==> src/rtl/module_seg_scan.sv <==
// Four-digit common-anode 7-segment scan controller with frame-synchronous
// snapshot commit, per-slot anti-ghosting guard and optional leading-zero blanking.
module module_seg_scan #(
    parameter int REFRESH_DIV  = 27000,
    parameter int GUARD_CYCLES = 64
) (
    input  logic       clk,
    input  logic       rst,
    input  logic [3:0] unidades_input,
    input  logic [3:0] decenas_input,
    input  logic [3:0] centenas_input,
    input  logic [3:0] milesimas_input,
    input  logic       load_valid,
    output logic       load_ready,
    input  logic       blank_lz,
    output logic [6:0] seg,
    output logic [3:0] an,
    output logic       frame_done
);

    localparam int CW = (REFRESH_DIV > 1) ? $clog2(REFRESH_DIV) : 1;

    logic [CW-1:0]   cnt;
    logic [1:0]      idx;
    logic [3:0][3:0] disp;
    logic [3:0][3:0] pend;
    logic            pend_full;
    logic            wrap_q;

    logic            slot_end;
    logic            frame_end;
    logic            take;
    logic            commit;
    logic            pend_full_nxt;
    logic [6:0]      seg_p0;
    logic [3:0]      an_p0;

    function automatic logic [6:0] enc7(input logic [3:0] d);
        case (d)
            4'd0:    enc7 = 7'b111_1110;
            4'd1:    enc7 = 7'b011_0000;
            4'd2:    enc7 = 7'b110_1101;
            4'd3:    enc7 = 7'b111_1001;
            4'd4:    enc7 = 7'b011_0011;
            4'd5:    enc7 = 7'b101_1011;
            4'd6:    enc7 = 7'b101_1111;
            4'd7:    enc7 = 7'b111_0000;
            4'd8:    enc7 = 7'b111_1111;
            4'd9:    enc7 = 7'b111_1011;
            default: enc7 = 7'b000_0000;
        endcase
    endfunction

    // A digit is blanked only when every more-significant digit is also zero.
    function automatic logic lz_blank(input logic en, input logic [1:0] i,
                                      input logic [3:0][3:0] v);
        logic z3, z2, z1;
        z3 = (v[3] == 4'd0);
        z2 = z3 && (v[2] == 4'd0);
        z1 = z2 && (v[1] == 4'd0);
        case (i)
            2'd3:    lz_blank = en && z3;
            2'd2:    lz_blank = en && z2;
            2'd1:    lz_blank = en && z1;
            default: lz_blank = 1'b0;
        endcase
    endfunction

    assign slot_end      = (cnt == CW'(REFRESH_DIV - 1));
    assign frame_end     = slot_end && (idx == 2'd3);
    assign take          = load_valid && load_ready;
    assign commit        = frame_end && pend_full;
    assign pend_full_nxt = take || (pend_full && !commit);

    // Stage p0: decode the current slot into pin values
    always_comb begin
        seg_p0 = 7'b000_0000;
        an_p0  = 4'b1111;
        if ((cnt >= CW'(GUARD_CYCLES)) && !lz_blank(blank_lz, idx, disp)) begin
            an_p0  = ~(4'b0001 << idx);
            seg_p0 = enc7(disp[idx]);
        end
    end

    // Stage p1: scan state, handshake buffer and registered pins
    always_ff @(posedge clk) begin
        if (rst) begin
            cnt        <= '0;
            idx        <= 2'd0;
            disp       <= '0;
            pend       <= '0;
            pend_full  <= 1'b0;
            load_ready <= 1'b0;
            wrap_q     <= 1'b0;
            frame_done <= 1'b0;
            seg        <= 7'b000_0000;
            an         <= 4'b1111;
        end else begin
            cnt <= slot_end ? '0 : cnt + CW'(1);
            if (slot_end)
                idx <= idx + 2'd1;
            // Pins lag the scan state by one cycle, so frame_done is delayed to match.
            wrap_q     <= frame_end;
            frame_done <= wrap_q;
            if (commit)
                disp <= pend;
            if (take)
                pend <= {milesimas_input, centenas_input, decenas_input, unidades_input};
            pend_full  <= pend_full_nxt;
            load_ready <= !pend_full_nxt;
            seg        <= seg_p0;
            an         <= an_p0;
        end
    end

endmodule

==> config.mk <==
export PLATFORM = sky130hd
export DESIGN_NAME = module_seg_scan
export DESIGN_NICKNAME = d
export VERILOG_FILES = /design/src/rtl/module_seg_scan.sv
export SDC_FILE = /design/constraint.sdc
export NUM_CORES = 1
export LEC_CHECK = 0
export ABC_AREA = 1
export CORE_MARGIN = 2
export CORE_UTILIZATION = 45
export DETAILED_ROUTE_END_ITERATION = 10
export GPL_TIMING_DRIVEN = 1
export PLACE_DENSITY = 0.66
export SYNTH_ARGS = -nofsm -noshare
export SYNTH_HDL_FRONTEND = slang
export SYNTH_SLANG_ARGS = --single-unit
==> constraint.sdc <==
create_clock -name clk -period 3.2 [get_ports clk]
set_clock_uncertainty 0.15 [all_clocks]
set_input_delay 0.48 -clock clk [delete_from_list [all_inputs] [get_ports clk]]
set_output_delay 0.48 -clock clk [all_outputs]
set_load 0.05 [all_outputs]
### Word level (Yosys, flattened, before mapping)

Memory sizes are Yosys's and may differ from the RTL's. A register that Yosys moved wholly into a read port is not among the register bits.
Cells that the tools add are included.

| storage, ports and cells | value |
|---|---|
| register bits after elaboration | 57 |
| ROM bits | 112 |
| input bits | 20 |
| output and inout port bits | 13 |
| memories kept | 1 |

| operators by class | value |
|---|---|
| add/sub/neg operators | 2 |
| magnitude comparators | 2 |
| eq/ne operators | 4 |
| shifts and indexed selects | 1 |
| muxes and demuxes | 3 |
| bitwise gates (word level) | 2 |
| reductions and logical operators | 19 |

Memory list:

| memory | depth | bits a word | read ports | clocked after Yosys merged registers in | wr ports | line | RTL |
|---|---|---|---|---|---|---|---|
| (name not given) | 16 | 7 | 1 | 1 | 0 | 39 | `case (d)` |

Operator list:

| cell | number |
|---|---|
| $add 15x1->15 const B | 1 |
| $eq 15x15->1 const B | 1 |
| $ge 15x7->1 const B | 1 |
| $logic_not 4->1 | 3 |
| $logic_and 1x1->1 | 10 |
| $bmux 4 s2 | 1 |
| $eq 2x2->1 const B | 2 |
| $mux 4 | 1 |
| $not 4->4 | 1 |
| $reduce_or 2->1 | 2 |
| $shl 1x2->4 const A | 1 |
| $logic_not 1->1 | 3 |
| $lt 2x3->1 const B | 1 |
| $pmux 1 s3 | 1 |
| $add 2x1->2 const B | 1 |
| $eq 2x1->1 const B | 1 |
| $logic_or 1x1->1 | 1 |
| $not 1->1 | 1 |

### Logic depth before layout (Yosys ltp)

| logic depth | value |
|---|---|
| depth after elaboration | 9 |
| depth in mapped cells | 11 |

### Least setup slack after synthesis

Ideal clock, no wire load.

| timing path | value |
|---|---|
| kind | register to register |
| from | register idx[0] |
| to | register seg[3] |
| arrival time | 1.590 ns |
| required time | 2.930 ns |
| setup slack | 1.340 ns |
| cell stages (with the launch flop) | 11 |
| buffers on the path | 1 |
| clock period less this slack | 1.860 ns |
| cells stage by stage | dfxtp_1 > buf_4 > nor2_1 > inv_1 > a32oi_1 > inv_1 > ha_1 > nand3_1 > nand2_1 > a21oi_1 > nor2_1 |

| between the ends | value |
|---|---|
| longest elaborated chain between the ends | 6 |
| elaborated cells on any way between the ends | 10 |

RTL lines:

| element | line | RTL |
|---|---|---|
| start: declaration | 24 | `logic [1:0] idx;` |
| start signal: assignment | 101 | `idx <= idx + 2'd1;` |
| $eq 2x1->1 / $eq 2x2->1 (equally long branches) | 61 | `case (i)` |
| $pmux 1 s3 | 61 |  |
| $logic_not 1->1 | 79 | `if ((cnt >= CW'(GUARD_CYCLES)) && !lz_blank(blank_lz, idx, disp)) begin` |
| $logic_and 1x1->1 | 79 |  |
| $not 1->1 (no line) | n/a |  |
| $reduce_or 2->1 (no line) | n/a |  |
| end: declaration | 16 | `output logic [6:0] seg,` |

Several ways; a longest one is shown, not always the timed one. The select of a mux whose other input is x is not followed.
A chain may end at the register's enable or synchronous reset.

### Final worst setup path

| timing path | value |
|---|---|
| from | register load_ready |
| to | output port load_ready |

RTL lines:

| element | line | RTL |
|---|---|---|
| start: declaration | 14 | `output logic load_ready,` |
| start signal: assignment | 110 | `load_ready <= !pend_full_nxt;` |

No word-level cell between the ends.

==> summary.txt <==
Run status
  – Status: completed

Logic synthesis
  – Cells after synthesis: 421
  – Primary FF master, synth: dfxtp_1
  – Post-synthesis async set-or-reset flop share: 0
  – Avg Cell Area, Syn: 7.002 sq um
  – EDFF count, synth: 0
  – Mapped cell area: 2948 sq um
  – Yosys cell types: 31
  – YS warnings: 0
  – Post-synthesis sequential area ratio: 0.4346
  – Syn_nets: 453
  – Flops & latches, synth: 64

Floorplan
  – Core Region: 6350 sq um
  – Die width: 84.94 microns
  – Die outline height: 84.94 microns
  – Die footprint: 7214 sq um
  – I/O pin total: 33
  – Site row count: 29
  – Starting density of the core: 0.4642

Detailed routing
  – Via density: 4.714
  – Residual DRC count: 0
  – WL/cell: 10.65 microns
  – Starting DRT DRC Count: 208
  – DR pass1 iterations: 4
  – Final ANT Viol Nets: 0
  – Total Routed Length: 5.728 mm
  – Via count: 2,536

Clock tree
  – Worst-path clk slew: 0.07 ns
  – Clock Path Buffers: 2
  – Hold_buf cts: 0
  – Worst-Skew Late Latency: 0.34 ns
  – CTS tree: yes
  – Setup Buffers After CTS: 0
  – CTS H-tree depth: 3
  – Num CTS Buffers: 9
  – CTS resizes: 0
  – CTS root buf: clkbuf_8
  – Clock Sinks: 64

Placed design
  – Dpl cell area: 3318 sq um
  – Dpl hpwl: 4.121 mm
  – DP Worst Slack: 1.051 ns
  – GP Congestion: 0.8373
  – I/O Buffers: 32

Power
  – Maximum vdd drop: 366.1 uV
  – Leakage: 1.622 nW
  – Pwr Density: 498.4 nW/um^2

Timing
  – Unrepaired setup endpoints after global routing: false
  – Fin worst setup slack: 1.085 ns
  – Slew headroom: 0.6669
  – Fmax: 0.4729 GHz
  – Final count of hold timing violations: 0
  – Max-slew violations: 0
  – Setup TNS: 0 ns
  – Tcrit/Tclk final: 0.6608
  – Final setup viols: 0
  – Final min period: 2.115 ns
  – Hold slack: 0.2569 ns
  – Slew @ Worst Pin: 0.4981 ns

Worst hold path
  – Hold crit path type: reg2reg

Worst setup path
  – Worst EP required: 2.57 ns
  – Top delay family on crit path: buffers and inverters
  – CP Max Fanout: 2
  – CP Class: reg2out
  – CP Buf/Inv Count: 1
  – Crit. End Element: primary output
  – CP Cell Sequence: clkdlybuf4s50_1
  – Crit path max-delay cell type: clkdlybuf4s50_1
  – CP arrival: 1.48 ns
  – CP peak stage delay: 0.81 ns
  – Startpoint types: flop

Final layout
  – Post-layout util: 0.5626
  – Finished Cell Area: 3572 sq um
  – Share of cells above drive strength 1: 0.07375
  – Area Growth Syn to Fin: 21.18%
  – Ant diodes: 0
  – Layout Nets: 488

Global route
  – Vias in the first global route: 2,249
  – Grt ovf: 0
  – Global-route wire length before repair: 10.01 mm
  – GRT Total Usage: 0.1735
  – Largest net degree at the start of global routing: 33
  – Initial antenna violation count: 0

Job
  – Max_cap viols: 0
-- cell usage after synthesis, types with 2 or more instances --
master | number | share of area
buf_4 | 3 | 0.0076
nor2_1 | 97 | 0.12
o21ai_0 | 21 | 0.036
nand3b_1 | 3 | 0.0076
a21oi_1 | 14 | 0.024
nand4_1 | 2 | 0.0042
nand2_2 | 3 | 0.0064
nand3_1 | 19 | 0.032
nor3_1 | 7 | 0.012
dfxtp_1 | 64 | 0.43
nor3b_1 | 4 | 0.010
nor2_4 | 2 | 0.0076
nand2_1 | 105 | 0.13
inv_2 | 5 | 0.0064
ha_1 | 12 | 0.051
inv_1 | 41 | 0.052
clkbuf_1 | 4 | 0.0051
nand3_2 | 2 | 0.0068
-- state kept, by name, summed over array words and instances (netlist names) --
register and cells:
seg 7, disp 16, wrap_q 1, idx 2
frame_done 1, pend_full 1, an 4, load_ready 1
cnt 15, pend 16
-- logic make-up after synthesis --
family | synth area share
flip-flops | 0.4346
buffers and inverters | 0.07809
AO/OA/AOI/OAI | 0.07046
adder cells (fa/ha/maj) | 0.05093
XOR/XNOR | 0.005943
AND/OR/NAND/NOR | 0.3599
-- layout make-up --
class / count / area (sq um)
fillers: 609 / 2778
multi-input cells: 301 / 1436
flip-flops and latches: 64 / 1281
repair buffers: 33 / 327.8
inverters: 47 / 176.4
clock buffers: 11 / 151.4
clock inverters: 5 / 102.6
well taps: 77 / 96.34
-- metrics by stage --
| stage | total power, mW | instances |
|---|---|---|
| floorplan | 0.8904 | 421 |
| global placement | 0.9252 | 522 |
| detailed placement | 0.9265 | 522 |
| CTS | 1.797 | 538 |
| global route | 1.839 | 538 |
| finish | 1.780 | 538 |
-- power by group --
group	internal [mW]	switching, mW
Combinational	0.0383	0.0411
Sequential	0.816	0.0125
Clock	0.559	0.314
Total	1.41	0.367
-- layout by cell type (no fill, tap or decap), types with 4 or more instances in the layout --
cell type,netlist,final
clkdlybuf4s50_1,0,32
inv_1,41,41
inv_2,5,5
nor3b_1,4,4
dfxtp_1,64,64
clkbuf_8,0,11
nand3_1,19,19
o21ai_0,21,21
nor3_1,7,7
nand2_1,105,105
ha_1,12,12
a21oi_1,14,14
nor2_1,97,97
-- final timing paths --
path | slack [ns] | depth (start not counted) | end | startpoint
max reg2reg | 1.12 | 8 | seg[3] | idx[0]
min reg2reg | 0.26 | 2 | frame_done | wrap_q
max | 1.09 | 1 | load_ready | load_ready
min | 0.26 | 2 | frame_done | wrap_q
-- layer usage --
layer	global-route usage	routed length, microns
met3	0.03502	247
met4	0.09957	172
met2	0.2448	2244
met1	0.2459	3064
met5	0	0
No activity file was read; power rests on OpenSTA's default activity.
